### config.mk
export PLATFORM = sky130hd
export DESIGN_NAME = ctrl_seq
export DESIGN_NICKNAME = d
export VERILOG_FILES = /design/src/rtl/sap_pkg.sv /design/src/rtl/ring_counter.sv /design/src/rtl/ctrl_seq.sv
export SDC_FILE = /design/constraint.sdc
export NUM_CORES = 1
export LEC_CHECK = 0
export BUFFER_PORTS_ARGS = -buffer_cell sky130_fd_sc_hd__clkbuf_2
export CORE_MARGIN = 4
export CORE_UTILIZATION = 46
export CTS_CLUSTER_SIZE = 8
export DETAILED_ROUTE_END_ITERATION = 7
export PLACE_DENSITY_LB_ADDON = 0.12
export SLEW_MARGIN = 20
export SYNTH_ARGS = -nofsm -noshare
export SYNTH_HDL_FRONTEND = slang
export SYNTH_SLANG_ARGS = --single-unit
### constraint.sdc
create_clock -name clk -period 2.2 [get_ports clk]
set_input_delay 0.11 -clock clk [delete_from_list [all_inputs] [get_ports clk]]
set_output_delay 0.11 -clock clk [all_outputs]
set_load 0.05 [all_outputs]
### src/rtl/sap_pkg.sv
// rtl/sap_pkg.sv - SAP-1 opcodes, T-state encodings and control-word bit indices
package sap_pkg;

  localparam logic [3:0] OPC_LDA = 4'b0000;
  localparam logic [3:0] OPC_ADD = 4'b0001;
  localparam logic [3:0] OPC_SUB = 4'b0010;
  localparam logic [3:0] OPC_OUT = 4'b1110;
  localparam logic [3:0] OPC_HLT = 4'b1111;

  localparam logic [5:0] T1 = 6'b000001;
  localparam logic [5:0] T2 = 6'b000010;
  localparam logic [5:0] T3 = 6'b000100;
  localparam logic [5:0] T4 = 6'b001000;
  localparam logic [5:0] T5 = 6'b010000;
  localparam logic [5:0] T6 = 6'b100000;

  // Packed control word, MSB first: cp ep lm ce li ei la ea su eu lb opr_in
  localparam int CW_W   = 12;
  localparam int CW_CP  = 11;
  localparam int CW_EP  = 10;
  localparam int CW_LM  = 9;
  localparam int CW_CE  = 8;
  localparam int CW_LI  = 7;
  localparam int CW_EI  = 6;
  localparam int CW_LA  = 5;
  localparam int CW_EA  = 4;
  localparam int CW_SU  = 3;
  localparam int CW_EU  = 2;
  localparam int CW_LB  = 1;
  localparam int CW_OPR = 0;

  typedef logic [CW_W-1:0] ctrl_word_t;

endpackage

### src/rtl/ring_counter.sv
// rtl/ring_counter.sv - one-hot T-state ring on the falling edge with hold and illegal-state recovery
module ring_counter #(
  parameter int RING_LEN = 6
) (
  input  logic                clk,
  input  logic                cls,
  input  logic                adv,
  output logic [RING_LEN-1:0] tstate
);

  localparam logic [RING_LEN-1:0] FIRST = {{(RING_LEN-1){1'b0}}, 1'b1};

  logic [RING_LEN-1:0] ring;
  logic                legal;

  // Exactly one bit set: non-zero and clearing the lowest set bit leaves nothing.
  assign legal  = (ring != '0) && ((ring & (ring - FIRST)) == '0);
  assign tstate = ring;

  always_ff @(negedge clk or posedge cls) begin
    if (cls) begin
      ring <= FIRST;
    end else if (!legal) begin
      ring <= FIRST;
    end else if (adv) begin
      ring <= {ring[RING_LEN-2:0], ring[RING_LEN-1]};
    end
  end

endmodule

### src/rtl/ctrl_seq.sv
// rtl/ctrl_seq.sv - SAP-1 controller/sequencer; SAP_SINGLE_STEP_EN adds a step input gating ring advance
module ctrl_seq
  import sap_pkg::*;
#(
  parameter int RING_LEN = 6,
  parameter int OPC_W    = 4
) (
  input  logic                clk,
  input  logic                cls,
`ifdef SAP_SINGLE_STEP_EN
  input  logic                step,
`endif
  input  logic [OPC_W-1:0]    opcode,
  output logic [RING_LEN-1:0] tstate,
  output logic                cp,
  output logic                ep,
  output logic                lm,
  output logic                ce,
  output logic                li,
  output logic                ei,
  output logic                la,
  output logic                ea,
  output logic                su,
  output logic                eu,
  output logic                lb,
  output logic                opr_in,
  output logic                halt
);

  logic       halted;
  logic       step_ok;
  logic       hlt_end;
  logic       adv;
  ctrl_word_t cw;

`ifdef SAP_SINGLE_STEP_EN
  assign step_ok = step;
`else
  assign step_ok = 1'b1;
`endif

  // HLT parks the ring on T4 instead of rotating; halted takes over from then on.
  assign hlt_end = (tstate == T4) && (opcode == OPC_HLT);
  assign adv     = step_ok && !halted && !hlt_end;

  ring_counter #(.RING_LEN(RING_LEN)) u_ring (
    .clk    (clk),
    .cls    (cls),
    .adv    (adv),
    .tstate (tstate)
  );

  always_ff @(negedge clk or posedge cls) begin
    if (cls) begin
      halted <= 1'b0;
    end else if (step_ok && hlt_end && !halted) begin
      halted <= 1'b1;
    end
  end

  always_comb begin
    cw = '0;
    if (!halted) begin
      case (tstate)
        T1: begin cw[CW_EP] = 1'b1; cw[CW_LM] = 1'b1; end
        T2: cw[CW_CP] = 1'b1;
        T3: begin cw[CW_CE] = 1'b1; cw[CW_LI] = 1'b1; end
        T4: begin
          case (opcode)
            OPC_LDA, OPC_ADD, OPC_SUB: begin cw[CW_EI] = 1'b1; cw[CW_LM] = 1'b1; end
            OPC_OUT: begin cw[CW_EA] = 1'b1; cw[CW_OPR] = 1'b1; end
            default: ;
          endcase
        end
        T5: begin
          case (opcode)
            OPC_LDA: begin cw[CW_CE] = 1'b1; cw[CW_LA] = 1'b1; end
            OPC_ADD, OPC_SUB: begin cw[CW_CE] = 1'b1; cw[CW_LB] = 1'b1; end
            default: ;
          endcase
        end
        T6: begin
          case (opcode)
            OPC_ADD: begin cw[CW_EU] = 1'b1; cw[CW_LA] = 1'b1; end
            OPC_SUB: begin cw[CW_SU] = 1'b1; cw[CW_EU] = 1'b1; cw[CW_LA] = 1'b1; end
            default: ;
          endcase
        end
        default: ;
      endcase
    end
  end

  assign cp     = cw[CW_CP];
  assign ep     = cw[CW_EP];
  assign lm     = cw[CW_LM];
  assign ce     = cw[CW_CE];
  assign li     = cw[CW_LI];
  assign ei     = cw[CW_EI];
  assign la     = cw[CW_LA];
  assign ea     = cw[CW_EA];
  assign su     = cw[CW_SU];
  assign eu     = cw[CW_EU];
  assign lb     = cw[CW_LB];
  assign opr_in = cw[CW_OPR];
  assign halt   = halted;

endmodule

==> metrics.yaml, run 1 <==
status: "did not finish"
lastStage: "clock tree synthesis (4_1_cts)"
error: "[ERROR DPL-0038] Utilization greater than 100%, impossible to legalize"
holdBufCountCts: 0
cts_buffers: 3
yosys_warnings: 0
synth-seq-area-share_pct: 29.07
initial_core_util_pct: 51.82
ctsResizeCount: 72
die_w_um: 44.32
h-tree-depth: 1
root_buffer: "clkbuf_4"
fp.dieH_um: 44.32
synth-seq-cells: 7
synthArstFlopShare_pct: 100.0
syn_inst: 70
synth_area_per_cell_sq_um: 8.669
postCtsSetupBuffers: 13
num_rows: 12
synthesis.nets: 76
gp_congestion: 0.8458
dp.cells: 129
synth.cell_area_sq_um: 606.8
io_buffer_count: 24
dpl.hpwl_mm: 1.690
synth_edf_count: 0
io_pins: 25
placed_cell_area_sq_um: 1016
synth_cell_type_count: 34
synthFlopType: "dfrtn_1"
clock_path_buffers: 2
cts.sinks: 7
[metrics by stage]
step / hold slack (ps) / setup TNS, ps / setup WS [ps]
after floorplan: 435.7 / -10200 / -1197
after detailed placement: 628.7 / -7019 / -701.6
after global placement: 617.6 / -6361 / -648.9
[synthesized netlist by cell type (2+ instances only)]
library cell	instances	area [sq um]
nor4b_1	3	26.28
dfrtn_1	6	150.1
a21oi_2	2	17.52
or2_2	2	12.51
nor2_1	11	41.29
nor2b_1	3	18.77
nor3_1	3	15.01
nor4_1	2	12.51
nand2b_1	5	31.28
mux2i_1	5	50.05
inv_1	2	7.510
nand2_1	4	15.01
[cells by family after synthesis]
family / count (synthesis) / share of synthesized area [%]
simple gates: 39 / 37.11
compound gates: 10 / 15.88
xor+xnor: 1 / 1.444
mux: 6 / 10.10
flops: 7 / 29.07
buf+inv: 7 / 6.391
==> run 2: changes to the inputs <==
--- a/config.mk
+++ b/config.mk
@@ -6,11 +6,10 @@
 export NUM_CORES = 1
 export LEC_CHECK = 0
 export BUFFER_PORTS_ARGS = -buffer_cell sky130_fd_sc_hd__clkbuf_2
-export CORE_MARGIN = 4
-export CORE_UTILIZATION = 46
-export CTS_CLUSTER_SIZE = 8
+export CORE_AREA = 4 4 65 67
 export DETAILED_ROUTE_END_ITERATION = 7
-export PLACE_DENSITY_LB_ADDON = 0.12
+export DIE_AREA = 0 0 69 71
+export PLACE_DENSITY_LB_ADDON = 0.15
 export SLEW_MARGIN = 20
 export SYNTH_ARGS = -nofsm -noshare
 export SYNTH_HDL_FRONTEND = slang
==> run 2 against run 1 <==
The flow now finishes, with violations (negative setup slack). Synthesized cell count is the same. Synthesized area unchanged.
==> metrics.yaml, run 2 <==
violations: "negative setup slack"
holdWs_ps: 699.1
synthArstFlopShare_pct: 100.0
busiest_layer: "met2"
cts_tree: "yes"
core-area_sq_um: 3633
path_class: "flip-flop to primary output"
p_sw_w: 0.0009615
worst_path_max_delay_cell: "or4_4"
synth_cell_type_count: 34
synthTopCellsByArea: "dfrtn_1, mux2i_1, nor2_1"
yosys_warnings: 0
slowest_delay_ps: 550
drive_above_1_share_pct: 73.13
seq_power_share_pct: 11.8
hold_viol: 0
cp_common_cell: "a21oi_2"
cap_violations: 0
syn_to_final_growth_pct: 167.6
utilization_pct: 44.70
gp_congestion: 0.8329
setup_violations: 18
p_leak_nw: 0.7036
drt_iter0_drc: 32
met2_usage_pct: 17.90
initial_core_util_pct: 16.70
final_common_cell: "buf_4"
critPathBufInv: 1
clk_pin_slew_ps: 30
dpl.hpwl_mm: 1.802
netSwitchingFraction_pct: 43.82
vias_per_cell: 4.214
io_buffer_count: 24
firstDrtPassIters: 4
postRouteAntennaNets: 0
dieArea_sq_um: 4899
required_ps: 2090
cts_buffers: 3
ir_drop_mv: 0.3801
synth_area_per_cell_sq_um: 8.669
cts.sinks: 7
grt_use_met1_pct: 11.79
synth_edf_count: 0
die_w_um: 69
use_met3_pct: 1.989
clock_path_buffers: 2
max-slew-margin-rel_pct: 75.16
route.detailed.drc: 0
worstPathCellList: "or4_4 -> a21oi_2 -> a21oi_2 -> a2111oi_4 -> buf_12"
skew_ps: 42.45
critical_path.top_delay_family: "simple AND/OR/NAND/NOR gates"
synth-seq-cells: 7
track_usage_pct: 9.861
grt_max_degree: 8
wl_per_cell_um: 12.87
layout_common_cells: "buf_4, buf_6, buf_12"
setup_tns_ps: -9204
holdCritPathClass: "input port to primary output"
gr-total-overflow: 0
io_pins: 25
tightest_slew_ps: 372.6
synth_top_area_share_pct: 24.74
grt_pass1_vias: 821
synth.cell_area_sq_um: 606.8
finalWorstSetupSlack_ps: -833.7
combPwrFrac_pct: 79.8
cp.arrival_ps: 2920
num_rows: 22
final_max_slew_viol_count: 0
yosysMostFrequentCell: "nor2_1"
status: "complete, but fails checks"
dr_total_vias: 767
final_net_count: 141
synthFlopType: "dfrtn_1"
p_clk_share_pct: 8.4
start_kind: "flip-flop"
power.internal_w: 0.001233
antenna_found_initial: 0
power_density_nw_per_um2: 1351
rsz0062_at_grt: "yes"
root_buffer: "clkbuf_8"
syn_inst: 70
synthesis.nets: 76
fp.dieH_um: 71
synth-seq-area-share_pct: 29.07
synth_top_area_cell: "dfrtn_1"
largest_register_ffs: 6
routed_wl_mm: 2.342
h-tree-depth: 1
endpoint_kind: "primary output"
diodes: 0
netlist_top_cells_count: "nor2_1, dfrtn_1, mux2i_1, nand2b_1, nand2_1"
clkLatencyLatePin_ps: 290
num-fill-cells: 356
cp_max_fo: 4
grt_pass1_wl_mm: 3.953
run 2: cells by family after synthesis:
kind of cell    Yosys count  synth area share (%)
compound gates           10                 15.88
simple gates             39                 37.11
xor+xnor                  1                 1.444
flops                     7                 29.07
mux                       6                 10.10
buf+inv                   7                 6.391
run 2: metal layers:
metal	part of all wire, %	routed length (um)
met2	56	1306
met3	3.0	71
met4	0.30	7
met1	41	957
met5	0	0
run 2: repair_timing:
item                       4_1_cts  5_1_grt
setup endpoints to repair       19       19
buffers inserted                10        5
resized for setup               35       19
pin swaps                        9        6
hold buffers                     0        0
run 2: path summary, 6_finish.rpt:
check / startpoint / end / slack [ps] / cells past startpoint
min reg2reg: halt / halt / 700 / 1
min in group asynchronous: cls / u_ring.tstate[5] / 760 / 2
max reg2reg: u_ring.tstate[4] / u_ring.tstate[3] / 180 / 9
min: opcode[3] / ea / 700 / 4
max in group asynchronous: cls / u_ring.tstate[0] / 1090 / 2
max: u_ring.tstate[2] / lb / -830 / 5
run 2: power by group through the flow:
stage                     clock network, W  registers, W  logic, W
after floorplan                 0.00000569      0.000378  0.000598
after global placement          0.00000569      0.000237   0.00134
after detailed placement        0.00000569      0.000238   0.00134
after CTS                         0.000193      0.000248   0.00162
after global routing              0.000206      0.000266   0.00185
final                             0.000185      0.000258   0.00175
run 2: stage by stage:
step	instance area [sq um]	power (W)	setup slack, ps	instances
final	1624	0.002194	-833.7	182
after global routing	1624	0.002317	-886.0	182
after CTS	1516	0.002065	-815.8	178
after detailed placement	1216	0.001583	-637.1	166
after global placement	1216	0.001580	-683.2	166
after floorplan	694.4	0.0009822	-1197	70
run 2: tightest hold or removal path: cells and delay by family:
| kind | cells | cell delay, ps |
|---|---|---|
| buffers and inverters | 2 | 240 |
| AND/OR/NAND/NOR | 2 | 240 |
run 2: cell type report:
class                      instances  area, sq um  share of cell area [%]
clock inverter                     1        3.754                  0.2311
inverter                           1        3.754                  0.2311
clock buffer                       4        45.04                   2.773
sequential                         7        176.4                   10.86
multi-input combinational         56        563.0                   34.67
timing repair buffer              65        772.0                   47.53
tap                               48        60.06                   3.698
No activity file was read; power rests on OpenSTA's default activity.
